`src/rtl/register_file_if.sv`:
```
// Bus between decode/writeback and the register file: two read ports and one write port.
// The datapath side uses the master modport and the register file uses the slave modport.
interface register_file_if #(
  parameter int DATA_WIDTH = 32,
  parameter int ADDR_WIDTH = 4
);
  logic [ADDR_WIDTH-1:0] A1;
  logic [ADDR_WIDTH-1:0] A2;
  logic [ADDR_WIDTH-1:0] WriteReg;
  logic [DATA_WIDTH-1:0] ALUResult;
  logic                  RegWrite;
  logic [DATA_WIDTH-1:0] R1;
  logic [DATA_WIDTH-1:0] R2;

  modport master (
    output A1, A2, WriteReg, ALUResult, RegWrite,
    input  R1, R2
  );

  modport slave (
    input  A1, A2, WriteReg, ALUResult, RegWrite,
    output R1, R2
  );
endinterface

```
`src/rtl/register_file.sv`:
```
// 16x32 register file: two combinational read ports, one synchronous write port, synchronous reset.
// Optional macro REGFILE_BYPASS_EN forwards the pending write data to a read port addressing WriteReg.
module register_file #(
  parameter int DATA_WIDTH = 32,
  parameter int ADDR_WIDTH = 4,
  parameter int NUM_REGS   = 16
) (
  input  logic             clk,
  input  logic             rst,
  register_file_if.slave   bus
);

  logic [DATA_WIDTH-1:0] r_regs [NUM_REGS];
  logic [DATA_WIDTH-1:0] w_rd1;
  logic [DATA_WIDTH-1:0] w_rd2;

  // Reset clears the whole array and wins over a write on the same edge.
  always_ff @(posedge clk) begin
    if (rst) begin
      for (int i = 0; i < NUM_REGS; i++) begin
        r_regs[i] <= '0;
      end
    end else if (bus.RegWrite) begin
      r_regs[bus.WriteReg] <= bus.ALUResult;
    end
  end

  assign w_rd1 = r_regs[bus.A1];
  assign w_rd2 = r_regs[bus.A2];

`ifdef REGFILE_BYPASS_EN
  logic w_fwd1;
  logic w_fwd2;

  // Write-first: a read of the register being written sees the incoming data this cycle.
  assign w_fwd1 = bus.RegWrite && !rst && (bus.A1 == bus.WriteReg);
  assign w_fwd2 = bus.RegWrite && !rst && (bus.A2 == bus.WriteReg);

  assign bus.R1 = w_fwd1 ? bus.ALUResult : w_rd1;
  assign bus.R2 = w_fwd2 ? bus.ALUResult : w_rd2;
`else
  assign bus.R1 = w_rd1;
  assign bus.R2 = w_rd2;
`endif

endmodule

```
`src/flat_wrapper.sv`:
```
// flat-port wrapper written by rule: the top's interface ports become plain ports
module register_file_flat 
#(
  parameter int DATA_WIDTH = 32,
  parameter int ADDR_WIDTH = 4,
  parameter int NUM_REGS   = 16
)
  (clk, rst, bus_A1, bus_A2, bus_WriteReg, bus_ALUResult, bus_RegWrite, bus_R1, bus_R2);
  register_file_if #(.DATA_WIDTH(DATA_WIDTH), .ADDR_WIDTH(ADDR_WIDTH)) bus_i ();
  input  logic clk;
  input  logic rst;
  input wire logic [$bits(bus_i.A1)-1:0] bus_A1;
  input wire logic [$bits(bus_i.A2)-1:0] bus_A2;
  input wire logic [$bits(bus_i.WriteReg)-1:0] bus_WriteReg;
  input wire logic [$bits(bus_i.ALUResult)-1:0] bus_ALUResult;
  input wire logic [$bits(bus_i.RegWrite)-1:0] bus_RegWrite;
  output wire logic [$bits(bus_i.R1)-1:0] bus_R1;
  output wire logic [$bits(bus_i.R2)-1:0] bus_R2;
  assign bus_i.A1 = bus_A1;
  assign bus_i.A2 = bus_A2;
  assign bus_i.WriteReg = bus_WriteReg;
  assign bus_i.ALUResult = bus_ALUResult;
  assign bus_i.RegWrite = bus_RegWrite;
  assign bus_R1 = bus_i.R1;
  assign bus_R2 = bus_i.R2;
  register_file #(.DATA_WIDTH(DATA_WIDTH), .ADDR_WIDTH(ADDR_WIDTH), .NUM_REGS(NUM_REGS)) u_core (.clk(clk), .rst(rst), .bus(bus_i));
endmodule
```
`config.mk`:
```
export PLATFORM = sky130hd
export DESIGN_NAME = register_file_flat
export DESIGN_NICKNAME = d
export VERILOG_FILES = /design/src/rtl/register_file_if.sv /design/src/rtl/register_file.sv /design/src/flat_wrapper.sv
export SDC_FILE = /design/constraint.sdc
export NUM_CORES = 1
export LEC_CHECK = 0
export CORE_AREA = 2 2 214 216
export CTS_CLUSTER_DIAMETER = 60
export DETAILED_ROUTE_END_ITERATION = 8
export DIE_AREA = 0 0 216 218
export DONT_BUFFER_PORTS = 1
export GPL_TIMING_DRIVEN = 0
export PLACE_DENSITY = 0.73
export SYNTH_ARGS = -nofsm -noshare
export SYNTH_HDL_FRONTEND = slang
export SYNTH_SLANG_ARGS = --single-unit
```
`constraint.sdc`:
```
create_clock -name clk -period 3.7 [get_ports clk]
set_input_delay 0.37 -clock clk [delete_from_list [all_inputs] [get_ports clk]]
set_output_delay 0.37 -clock clk [all_outputs]
set_load 0.005 [all_outputs]
```
==> summary.txt, run 1 <==
Die
  – # rows: 78
  – Core ar.: between 40,000 and 50,000 um^2
  – I/O pin count: 111
  – Die height: roughly 220 um
  – Die area: 47,100 um^2
  – Die Wd: around 220 um
  – Initial core utilization: 59.2%

Finish
  – Max reg flops: between 500 and 600
  – Footprint of the multi-input gates: between 10,000 and 15,000 um^2
  – Finished Core Util: 65.1%
  – Top Registers: u_core.r_regs (512)
  – Register with the most flip-flops: u_core.r_regs
  – Fill cells: between 3,000 and 4,000
  – Post-Layout Cell Count: 2,417
  – Storage element area: between 15,000 and 20,000 um^2
  – Layout cells sized above 1: 22.8%
  – Layout Nets: between 1,500 and 2,000
  – Post-Layout Inst Area: 29,200 um^2
  – Syn-to-layout area delta: 9.96%

Clock tree
  – CTS tree: yes
  – Cts bufs inserted: 53
  – Max Root-Sink Buffers: 3
  – Clk sinks: 512
  – Clock H-tree levels: 2
  – Post-CTS Repair Setup Buffers: 0
  – Clock transition at the registers of the reported paths: 0.06 ns
  – Root Driver: clkbuf_16

Placement
  – Post-place setup slack: 0.660 ns
  – Placed Instances: 2,287
  – IO Port Bufs: 0
  – GPL Wtd Cong: 0.887
  – Placed cell area: roughly 27,000 um^2
  – DP HPWL: 50,600 um

STA
  – Fmax: 0.362 GHz
  – Final worst path period need: 2.76 ns
  – Final Hold Viols: 0
  – Tcrit/Tclk final: between 70 and 80%
  – Max-slew violation count: 0
  – Hold WS: between 0.15 and 0.2 ns
  – RSZ-0062 raised after global routing: no
  – Worst-margin pin slew: 1.35 ns
  – Setup TNS: 0 ns
  – Final setup viols: 0
  – Rel. slew slack: 9.69%
  – Fin worst setup slack: 0.938 ns

Power
  – VDD IR-drop max: 332 uV
  – Leak: 9.91 nW
  – Pwr Total: approximately 13 mW
  – Ratio of total power to cell area: 457 nW/um^2

Min path
  – Hold crit path type: in2reg
  – Hold_sp: bus_WriteReg[0]

Synth
  – Sequential area share after synthesis: 57.8%
  – Share of synthesized flip-flops with an asynchronous set or reset: 0%
  – Biggest area consumer among synthesized cells: edfxtp_1
  – Unique cell type count in the Yosys netlist: 22
  – Top-count cell post-synth: edfxtp_1
  – Post-synth EDFFs: 512
  – Top-area cell type share of the netlist area: 57.8%
  – Ys flop type: edfxtp_1
  – Synth top area cells: edfxtp_1 58%, mux4_2 22%, and2_1 11%, a22oi_1 3.6%, clkbuf_1 1.7%
  – Synth Register Bits: approximately 510
  – Mean post-synth cell area: roughly 16 um^2
  – Yosys warns: 0
  – Top post-synthesis cells by count: 512 x edfxtp_1, 482 x and2_1, 256 x mux4_2
  – Mapped Cells: roughly 1,700
  – Synthesized Nets: 1,734
  – Post-synthesis cell area: 26,600 um^2

Drt
  – DRC: 0
  – Routed WL: 80,300 um
  – Number of vias per cell: ~7
  – DRT Pass-1 Iters: 7
  – Post-route ant nets: 0
  – Iteration-0 DRC count of the detailed router: between 2,000 and 2,500
  – Per-cell routed wire length: 33.2 um
  – Vias: 16,655

Run
  – MaxCap Viol Count: 0

Setup path
  – CP cell instances: buf_2, clkbuf_1, mux4_2, a22oi_1, nand2_1
  – Critical path peak fanout: 10
  – Worst Path Required: 3.33 ns
  – Family with the most delay on the worst path: buffers and inverters
  – Setup crit start: bus_A2[1]
  – CP arrival: 2.39 ns
  – CP Launch Type: input port
  – Setup CP Type: in2out
  – Slowest CP cell: clkbuf_1
  – Worst path max stage delay: 0.82 ns
  – Worst setup EP type: output pin
  – CP Buf/Inv Count: 2

Status
  – Outcome: complete, no violations

GRT
  – Vias in the first global route: 17,184
  – Pin count of the biggest net entering global routing: 33
  – Initial antenna violation count: 2
  – GRT overflow: 0
  – Global-route wire length before repair: between 100,000 and 150,000 um
  – Gr usage total: 34.8%
## metal layers
layer / GRT usage, % / up-vias / part of all wire, %
li1: - / 6717 / -
met1: 45.1 / 8570 / 35
met2: 55.1 / 1159 / 48
met3: 10.8 / 205 / 13
met4: 14.3 / 4 / 3.9
met5: 0.938 / - / 0.095
## layout by cell type, fill, tap and decap left out, types with 3 or more instances in the layout
| master | instances |
|---|---|
| edfxtp_1 | 512 |
| and2_1 | 482 |
| mux4_2 | 256 |
| clkbuf_1 | 138 |
| a22oi_1 | 128 |
| nand2_1 | 65 |
| clkbuf_16 | 54 |
| dlygate4sd3_1 | 33 |
| and2_2 | 32 |
| buf_2 | 30 |
| or2_2 | 16 |
| buf_1 | 11 |
| nor2_1 | 11 |
| clkinv_1 | 9 |
| clkinv_2 | 7 |
| clkbuf_2 | 6 |
| nor2b_1 | 4 |
| diode_2 | 3 |
| buf_4 | 3 |
| nor2_4 | 3 |
## worst paths after layout
kind              slack, ns  cells after the start                  end
setup / recovery       0.94                      5           bus_R2[25]
hold / removal         0.15                      2  u_core.r_regs[0][0]
## where the power goes
part | switching, mW | internal (mW) | leakage (nW)
Clock | 2.24 | 2.75 | 0.758
Sequential | 0.162 | 6.72 | 4.88
Combinational | 0.857 | 0.632 | 4.27
## timing repair
item	CTS	global route
hold endpoints to repair	191	0
hold buffers	33	0
gates resized for setup	0	0
setup endpoints to repair	0	0
## layout make-up
| cell class | instances | area share (%) |
|---|---|---|
| clock buffers | 74 | 4.88 |
| well taps | 600 | 2.57 |
| repair buffers | 33 | 1.13 |
| diodes | 3 | 0.0257 |
| multi-input cells | 1007 | 36.0 |
| plain buffers | 168 | 2.35 |
| clock inverters | 20 | 0.458 |
| flip-flops and latches | 512 | 52.6 |
## kinds of logic after synthesis
| group | Yosys count | synth area share [%] |
|---|---|---|
| compound gates | 128 | 3.61 |
| simple gates | 623 | 14.3 |
| mux | 256 | 21.7 |
| buf+inv | 168 | 2.58 |
| flops | 512 | 57.8 |
(Power assumes the default switching activity.)
==> inputs of run 2 (changes only) <==
--- a/config.mk
+++ b/config.mk
@@ -5,13 +5,13 @@
 export SDC_FILE = /design/constraint.sdc
 export NUM_CORES = 1
 export LEC_CHECK = 0
-export CORE_AREA = 2 2 214 216
+export CORE_AREA = 2 2 218 220
 export CTS_CLUSTER_DIAMETER = 60
 export DETAILED_ROUTE_END_ITERATION = 8
-export DIE_AREA = 0 0 216 218
+export DIE_AREA = 0 0 220 222
 export DONT_BUFFER_PORTS = 1
 export GPL_TIMING_DRIVEN = 0
-export PLACE_DENSITY = 0.73
+export PLACE_DENSITY = 0.74
 export SYNTH_ARGS = -nofsm -noshare
 export SYNTH_HDL_FRONTEND = slang
 export SYNTH_SLANG_ARGS = --single-unit
==> constraint.sdc (replaced) <==
create_clock -name clk -period 2.4 [get_ports clk]
set_input_delay 0.24 -clock clk [delete_from_list [all_inputs] [get_ports clk]]
set_output_delay 0.24 -clock clk [all_outputs]
set_load 0.005 [all_outputs]
==> run 2 against run 1 <==
  * The flow now finishes with violations (setup timing)
  * Die area rose by 3.7%
  * Critical path depth fell by 1
  * Count of clock-buffer cells in the layout fell by 6
  * Final area rose by 0.33%
  * Sequential power rose by 54%
  * Clock power rose by 59%
  * Critical path type is now in2reg
  * Largest power group unchanged
==> summary.txt, run 2 (synthesis results as in run 1) <==
Placement
  – DP HPWL: 50,700 um (+0.24%)
  – Placed cell area: 27,300 um^2 (about the same)
  – IO Port Bufs: 0 (unchanged)
  – GPL Wtd Cong: 0.866 (-2.3%)

Clock tree
  – Clk sinks: 512 (unchanged)
  – Cts bufs inserted: 54 (+1.9%)
  – Max Root-Sink Buffers: 3 (unchanged)
  – Root Driver: clkbuf_16
  – Clock H-tree levels: 2 (unchanged)
  – CTS tree: yes
  – Clock transition at the registers of the reported paths: 0.06 ns (about the same)

GRT
  – GRT overflow: 0 (unchanged)
  – Pin count of the biggest net entering global routing: 33 (unchanged)
  – Initial antenna violation count: 3 (+1)
  – Global-route wire length before repair: 114,000 um (-0.37%)
  – Gr usage total: 33.2% (-1.5 points)
  – Vias in the first global route: 17,233 (+0.29%)

Drt
  – Vias: 16,701 (+0.28%)
  – Iteration-0 DRC count of the detailed router: 2,429 (+19%)
  – Post-route ant nets: 0 (unchanged)
  – Per-cell routed wire length: 32.9 um (-0.98%)
  – DRT Pass-1 Iters: 5 (-2)
  – Routed WL: 79,900 um (-0.53%)
  – Number of vias per cell: 6.88 (-0.18%)
  – DRC: 0 (unchanged)
  – M1 WL: 27,800 um (-2.1%)
  – Routed wire length on met3: 10,200 um (-2.0%)
  – Top sig layer: met4
  – Metal2 WL: 38,300 um (about the same)

Finish
  – Storage element area: 15,400 um^2 (unchanged)
  – Most common library cell in the layout ignoring fill and taps: edfxtp_1
  – Layout Nets: 1,824 (+0.11%)
  – Layout cells sized above 1: 23.5% (+0.71 points)
  – Footprint of the multi-input gates: 10,500 um^2 (about the same)
  – Post-Layout Inst Area: 29,300 um^2 (+0.33%)
  – Fill cells: 3,323 (+3.0%)
  – Max reg flops: 512 (unchanged)
  – Register with the most flip-flops: u_core.r_regs
  – Syn-to-layout area delta: 10.3%
  – Commonest cells after routing, fill and taps aside: 512 x edfxtp_1, 482 x and2_1, 256 x mux4_2
  – Top Registers: u_core.r_regs (512)

Die
  – Die area: 48,800 um^2 (+3.7%)
  – Core ar.: 46,300 um^2 (+3.0%)
  – Die Wd: 220 um (+1.9%)
  – Die height: 222 um (+1.8%)
  – Initial core utilization: 57.5% (-1.7 points)
  – I/O pin count: 111 (unchanged)
  – # rows: 79 (+1.3%)

Setup path
  – Critical path peak fanout: 32 (+22)
  – Setup crit start: rst
  – Worst setup EP type: flop
  – CP Launch Type: input port
  – CP arrival: 2.63 ns (+0.24 ns)
  – Worst Path Required: 2.63 ns (-0.70 ns)
  – Worst Setup EP: u_core.r_regs[12][6]
  – Setup CP Type: in2reg

STA
  – Fin worst setup slack: -0.00361 ns (-0.941 ns)
  – Final setup viols: 7 (+7)
  – Worst-margin pin slew: 1.27 ns (-0.0869 ns)
  – Final Hold Viols: 0 (unchanged)
  – Max-slew violation count: 0 (unchanged)
  – Tcrit/Tclk final: 100%
  – Final worst path period need: 2.40 ns
  – Fmax: 0.416 GHz
  – Rel. slew slack: 15.5% (+5.8 points)

Status
  – Failing checks: setup timing
  – Outcome: finished with violations

Min path
  – Hold crit path type: in2reg

Power
  – Ratio of total power to cell area: 711 nW/um^2 (+56%)
  – Pwr Total: 20.9 mW (+56%)
  – Leak: 9.97 nW (+0.59%)
  – VDD IR-drop max: 576 uV (+74%)

Run
  – MaxCap Viol Count: 0 (unchanged)
-- run 2: cell types whose count changed in the layout (fill, tap and decap cells not counted), sizes merged --
cell,change
clkinvlp,+1
bufinv,+1
dlygate4sd3,+1
diode,-1
clkinv,+8
buf,-6
-- run 2: worst min path at each step --
stage	from	end	slack (ns)	cells after the start
CTS	bus_WriteReg[0]	u_core.r_regs[8][0]	0.02	2
global placement	bus_ALUResult[12]	u_core.r_regs[15][12]	0.44	1
floorplan	bus_ALUResult[0]	u_core.r_regs[12][0]	0.44	1
finish	bus_WriteReg[0]	u_core.r_regs[4][31]	0.05	2
detailed placement	bus_ALUResult[28]	u_core.r_regs[14][28]	0.44	1
global route	bus_WriteReg[0]	u_core.r_regs[8][0]	0.04	2
-- run 2: cell type report --
| class | instances | share of cell area, % |
|---|---|---|
| antenna | 2 | 0.0171 |
| clock buffer | 68 | 4.86 |
| timing repair buffer | 34 | 1.16 |
| sequential | 512 | 52.4 |
| tap | 607 | 2.59 |
| buffer | 168 | 2.37 |
| multi-input combinational | 1007 | 35.9 |
| clock inverter | 30 | 0.687 |
-- run 2: repair_timing --
item,CTS,global route
hold endpoints to repair,192,0
resized for setup,0,10
setup buffers,0,0
setup endpoints to repair,0,15
hold buffers,34,0
-- run 2: power by group --
group / leakage [nW] / switching, mW / internal (mW)
sequential: 4.88 / 0.251 / 10.4
combinational: 4.29 / 1.32 / 0.976
clock: 0.796 / 3.55 / 4.40
total: 9.97 / 5.12 / 15.7
-- run 2: stage by stage --
step,hold WS [ns],utilization (%),setup TNS (ns),setup slack (ns),std cells
after floorplan,0.438,-,0,0.496,1687
after global placement,0.439,59.1,-56.41,-0.390,2294
after detailed placement,0.442,59.1,-71.63,-0.499,2294
after CTS,0.0187,63.4,0,0.0197,2426
after global routing,0.0424,63.4,-0.0232,-0.00492,2426
final,0.0544,63.4,-0.0154,-0.00361,2428
-- run 2: worst max-delay path, cell delays in order --
cell and delay (ns):
buf_2 0.14, nand4b_1 0.25, nor3_1 0.86, or2_2 1.08
-- run 2: layer usage --
layer  vias up  track usage, %
met1      8542            42.9
li1       6718               -
met4         0            14.1
met2      1192            52.5
met3       249            10.1
met5         -               0
